==> src/rtl/synth_cfg_pkg.sv <==
// rtl/synth_cfg_pkg.sv - shared synth voice configuration constants and FSM state type
package synth_cfg_pkg;

   localparam int NUM_CFG_BYTES = 6;
   localparam logic [8*NUM_CFG_BYTES-1:0] SYNTH_CFG_RESET = 48'h0838_0638_0638;

   // Each period field is 16 bits wide starting at these byte indices
   localparam int SAW_PERIOD_BYTE  = 0;
   localparam int OSC_PERIOD_BYTE  = 2;
   localparam int DAMP_PERIOD_BYTE = 4;
   localparam int OCTAVE_LSB       = 9;
   localparam int OCTAVE_MSB       = 11;

   typedef enum logic [1:0] {
      IDLE = 2'd0,
      SEND = 2'd1,
      GAP  = 2'd2
   } cfg_state_t;

endpackage

==> src/rtl/synth_cfg_writer_lsb_onehot.sv <==
// rtl/synth_cfg_writer_lsb_onehot.sv - isolates the lowest set bit of a vector
module lsb_onehot #(
   parameter int WIDTH = 8
) (
   input  logic [WIDTH-1:0] i_vec,
   output logic [WIDTH-1:0] o_onehot,
   output logic             o_any
);

   assign o_onehot = i_vec & ((~i_vec) + WIDTH'(1));
   assign o_any    = |i_vec;

endmodule

==> src/rtl/synth_cfg_writer.sv <==
// rtl/synth_cfg_writer.sv - serialises voice configuration onto the synth byte-strobe bus
module synth_cfg_writer
   import synth_cfg_pkg::*;
#(
   parameter int                     NUM_BYTES      = NUM_CFG_BYTES,
   parameter int                     GAP_CYCLES     = 0,
   parameter bit                     SKIP_UNCHANGED = 1'b1,
   parameter logic [8*NUM_BYTES-1:0] RESET_CFG      = SYNTH_CFG_RESET
) (
   input  logic                     clk,
   input  logic                     reset,
   input  logic                     in_valid,
   output logic                     in_ready,
   input  logic [8*NUM_BYTES-1:0]   in_cfg,
   input  logic [NUM_BYTES-1:0]     in_mask,
   input  logic                     resync,
   output logic [7:0]               cfg_data,
   output logic [7:0]               cfg_en,
   output logic                     busy,
   output logic [8*NUM_BYTES-1:0]   shadow
);

   localparam logic [3:0] GAP_LOAD = (GAP_CYCLES > 0) ? 4'(GAP_CYCLES - 1) : 4'd0;

   cfg_state_t             r_state;
   logic [NUM_BYTES-1:0]   r_pending;
   logic [8*NUM_BYTES-1:0] r_buf;
   logic [3:0]             r_gap_cnt;
   logic [7:0]             r_cfg_en;
   logic [7:0]             r_cfg_data;
   logic [8*NUM_BYTES-1:0] r_shadow;

   cfg_state_t             w_state_nxt;
   logic [NUM_BYTES-1:0]   w_pend_nxt;
   logic [8*NUM_BYTES-1:0] w_buf_nxt;
   logic [3:0]             w_gap_nxt;
   logic [7:0]             w_en_nxt;
   logic [7:0]             w_data_nxt;
   logic [8*NUM_BYTES-1:0] w_shadow_nxt;

   logic [NUM_BYTES-1:0]   w_diff;
   logic [NUM_BYTES-1:0]   w_src_pend;
   logic [8*NUM_BYTES-1:0] w_src_buf;
   logic [NUM_BYTES-1:0]   w_pick;
   logic [NUM_BYTES-1:0]   w_rest;
   logic                   w_any;

   // Issue source: a fresh request or resync in IDLE, the latched buffer in SEND
   always_comb begin
      w_diff     = '0;
      w_src_buf  = r_buf;
      w_src_pend = '0;
      for (int i = 0; i < NUM_BYTES; i++) begin
         w_diff[i] = (in_cfg[8*i +: 8] != r_shadow[8*i +: 8]);
      end
      if (r_state == IDLE) begin
         if (resync) begin
            w_src_buf  = r_shadow;
            w_src_pend = '1;
         end else if (in_valid) begin
            w_src_buf  = in_cfg;
            w_src_pend = in_mask & (SKIP_UNCHANGED ? w_diff : '1);
         end
      end else if (r_state == SEND) begin
         w_src_pend = r_pending;
      end
   end

   lsb_onehot #(
      .WIDTH (NUM_BYTES)
   ) u_pick (
      .i_vec    (w_src_pend),
      .o_onehot (w_pick),
      .o_any    (w_any)
   );

   always_comb begin
      w_state_nxt  = r_state;
      w_pend_nxt   = r_pending;
      w_buf_nxt    = r_buf;
      w_gap_nxt    = r_gap_cnt;
      w_en_nxt     = '0;
      w_data_nxt   = r_cfg_data;
      w_shadow_nxt = r_shadow;
      w_rest       = w_src_pend & ~w_pick;
      if (w_any) begin
         w_pend_nxt = w_rest;
         w_buf_nxt  = w_src_buf;
         w_en_nxt   = 8'(w_pick);
         for (int i = 0; i < NUM_BYTES; i++) begin
            if (w_pick[i]) begin
               w_data_nxt              = w_src_buf[8*i +: 8];
               w_shadow_nxt[8*i +: 8]  = w_src_buf[8*i +: 8];
            end
         end
         if (GAP_CYCLES > 0) begin
            w_state_nxt = GAP;
            w_gap_nxt   = GAP_LOAD;
         end else if (|w_rest) begin
            w_state_nxt = SEND;
         end else begin
            w_state_nxt = IDLE;
         end
      end else if (r_state == GAP) begin
         if (r_gap_cnt == 4'd0) begin
            w_state_nxt = (|r_pending) ? SEND : IDLE;
         end else begin
            w_gap_nxt = r_gap_cnt - 4'd1;
         end
      end
   end

   always_ff @(posedge clk) begin
      if (reset) begin
         r_state    <= IDLE;
         r_pending  <= '0;
         r_buf      <= '0;
         r_gap_cnt  <= '0;
         r_cfg_en   <= '0;
         r_cfg_data <= '0;
         r_shadow   <= RESET_CFG;
      end else begin
         r_state    <= w_state_nxt;
         r_pending  <= w_pend_nxt;
         r_buf      <= w_buf_nxt;
         r_gap_cnt  <= w_gap_nxt;
         r_cfg_en   <= w_en_nxt;
         r_cfg_data <= w_data_nxt;
         r_shadow   <= w_shadow_nxt;
      end
   end

   assign in_ready = (r_state == IDLE) && !resync;
   assign busy     = (r_state != IDLE);
   assign cfg_en   = r_cfg_en;
   assign cfg_data = r_cfg_data;
   assign shadow   = r_shadow;

endmodule

==> config.mk <==
export PLATFORM = sky130hd
export DESIGN_NAME = synth_cfg_writer
export DESIGN_NICKNAME = d
export VERILOG_FILES = /design/src/rtl/synth_cfg_pkg.sv /design/src/rtl/synth_cfg_writer_lsb_onehot.sv /design/src/rtl/synth_cfg_writer.sv
export SDC_FILE = /design/constraint.sdc
export NUM_CORES = 1
export LEC_CHECK = 0
export BUFFER_PORTS_ARGS = -buffer_cell sky130_fd_sc_hd__buf_4
export CAP_MARGIN = 30
export CORE_UTILIZATION = 59
export DETAILED_ROUTE_END_ITERATION = 16
export GPL_ROUTABILITY_DRIVEN = 0
export PLACE_DENSITY = 0.95
export SYNTH_ARGS = -nofsm -noshare
export SYNTH_HDL_FRONTEND = slang
export SYNTH_SLANG_ARGS = --single-unit
==> constraint.sdc <==
create_clock -name clk -period 5.1 [get_ports clk]
set_input_delay 0.255 -clock clk [delete_from_list [all_inputs] [get_ports clk]]
set_output_delay 0.255 -clock clk [all_outputs]
set_load 0.05 [all_outputs]
==> out/summary.txt <==
Multi-input gate area: 3320 µm²
Routed via count: 6417
Drt drc: 0
Post-synth EDFFs: 0
First drt pass iteration count: 6
Vias in the first global route: 6089
Crit path capture type: flip-flop
Worst Path Required: 5490 ps
First-pass GRT wire length: 30600 µm
Final Hold Vio Count: 0
N_diodes: 0
Final worst-path cycle share: 0.723
Dominant cell type by area after synthesis: dfxtp_1
Placed instance area: 6850 µm²
Vias per cell: 6.71
Synth top cells by count: nor2_1, dfxtp_1, a21oi_1, a22oi_1, nand2_1
Startpoint Class: flip-flop
Overflow after GRT: 0
Total core area: 9730 µm²
Total wire length: 19700 µm
# rows: 36
Initial antenna violation count: 0
Pleak: 3.23 nW
Post-CTS setup buffers: 0
PwrDens: 416 nW/µm²
Sequential fraction of the synthesis area: 0.393
Ys Warns: 0
Worst IR drop on VDD: 0.000312 V
Final min period: 3690 ps
Final ANT Viol Nets: 0
Status: finished clean
Mapped Area: 5910 µm²
Later-pin clock latency in the skew report: 540 ps
Detailed-placement wirelength estimate: 11900 µm
CP max FO: 44
Fraction of registers with async set/reset: 0
Clock Tree Root: clkbuf_8
Worst slew pin tran: 867 ps
Critical path type: flip-flop to flip-flop
Setup-failing EPs final: 0
Seq. cell area: 2320 µm²
All-Layer GR Usage: 0.382
Design area: 7500 µm²
Worst-path clk slew: 60 ps
Layout cell share with drive strength beyond 1: 0.222
Port Buffers: 121
Initial DRC Count: 937
CTS Hold Bufs: 0
Post-placement cell count: 923
Synth area leaders: dfxtp_1, nor2_1, a22oi_1
CP Data Arrival Time: 4070 ps
Longest Clk Path Bufs: 2
Pin count of the biggest net entering global routing: 83
Setup TNS: 0 ps
Synth Area per Inst: 8.19 µm²
Die area: 10400 µm²
DR WL/cell: 20.6 µm
# IOs: 124
Synthesized flop and latch total: 116
H-tree depth: 4
Reg2reg path depth: 8
Hold Slack: 130 ps
RSZ-0062 raised after global routing: false
Library cells used by synthesis: 53
Max Slew Vio Count: 0
CTS tree: yes
# fillers: 593
Max frequency: 0.271 GHz
WHS Path Cells: 2
P&R area growth vs syn: 26.8%
Slew HR: 0.420
CTS Buf Count: 17
Die height: 102 µm
Nets@finish: 868
Post-Layout Cell Count: 956
Max Cap Viol: 0
Post-CTS sizing: 0
Most common cell in the netlist: nor2_1
Die X-Extent: 102 µm
Post-Synthesis Cells: 722
Starting Density: 0.608
Ys flop type: dfxtp_1
Share of the synthesized area in the top cell type: 0.393
Final Skew: 10.5 ps
CTS sink cnt: 116
Worst hold path type: primary input to flip-flop
-- logic make-up (layout without fill, tap and decap cells) --
family                 count (synthesis)  in the layout  synth area share
other                                  1              2          0.000634
XOR/XNOR                              49             49            0.0726
buffers and inverters                 66            166            0.0476
AND/OR/NAND/NOR                      227            227             0.170
flip-flops                           116            116             0.393
multiplexers                          38             38            0.0664
AO/OA/AOI/OAI                        225            225             0.250
-- through the flow --
step / power [mW] / setup slack, ps / util
after floorplan: 1.58 / 2500 / -
after global placement: 1.76 / 1530 / 0.695
after detailed placement: 1.80 / 1360 / 0.704
after CTS: 3.08 / 1220 / 0.768
after global routing: 3.19 / 1240 / 0.771
final: 3.12 / 1410 / 0.771
-- layout by cell type (no fill, tap or decap), types with 3 or more instances in the layout --
master | Yosys | final
nor2_1 | 126 | 126
buf_4 | 2 | 126
dfxtp_1 | 116 | 115
a21oi_1 | 67 | 67
a22oi_1 | 48 | 48
nand2_1 | 45 | 45
a211oi_1 | 37 | 37
xor2_1 | 32 | 32
mux2i_1 | 28 | 28
o21ai_0 | 23 | 23
xnor2_1 | 17 | 17
clkbuf_16 | 0 | 16
mux2_2 | 10 | 10
nand4_1 | 8 | 8
nand3_1 | 8 | 8
a211o_1 | 8 | 8
nand2b_1 | 7 | 7
or3_1 | 7 | 7
nor4_1 | 6 | 6
o22ai_1 | 6 | 6
a31oi_1 | 6 | 6
or2_1 | 4 | 4
o211ai_1 | 4 | 4
a221oi_1 | 4 | 4
bufinv_16 | 0 | 4
inv_1 | 3 | 3
nor2b_1 | 4 | 3
a2bb2oi_1 | 3 | 3
o21ai_1 | 3 | 3
a311oi_1 | 3 | 3
clkbuf_8 | 0 | 3
clkinv_4 | 0 | 3
clkinvlp_4 | 0 | 3
buf_16 | 0 | 3
-- final cells by class --
type | instances | area share
multi-input combinational | 541 | 0.443
sequential | 116 | 0.310
timing repair buffer | 130 | 0.139
clock buffer | 20 | 0.0594
clock inverter | 12 | 0.0239
tap | 133 | 0.0222
inverter | 4 | 0.00200
-- worst max-delay path, stage by stage (launching register included) --
cell and delay [ps]:
dfxtp_2 690, buf_16 260, inv_1 120, nand2_1 190, and4_1 560, nand4_1 810
buf_4 570, nor2_1 230, a211oi_1 90
-- state kept, by name, indices dropped and copies added, names as in the netlist --
signal,flops
r_state,1
shadow,48
r_pending,5
r_buf,48
cfg_data,8
cfg_en,6
-- report_power, final --
part           switching, mW  total, mW  internal, mW
registers             0.0780       1.07         0.988
logic                  0.511      0.774         0.263
clock network          0.458       1.28         0.820
total                   1.05       3.12          2.07
-- worst paths after layout --
path / startpoint / to / slack, ps
worst min register to register: r_buf[32] / r_buf[32] / 500
worst min-delay path: reset / r_buf[47] / 130
worst max register to register: r_state[0] / r_buf[13] / 1410
worst max-delay path: r_state[0] / r_buf[13] / 1410
-- layer usage --
metal | track usage | share of wire | vias to the layer above | wire (µm)
met5 | 0.0144 | 0 | - | 0
met4 | 0.237 | 0.054 | 0 | 1050
met3 | 0.118 | 0.12 | 126 | 2420
met2 | 0.626 | 0.47 | 566 | 9180
met1 | 0.433 | 0.36 | 2960 | 7010
li1 | - | - | 2765 | -
Power figures use the tool's default switching activity.
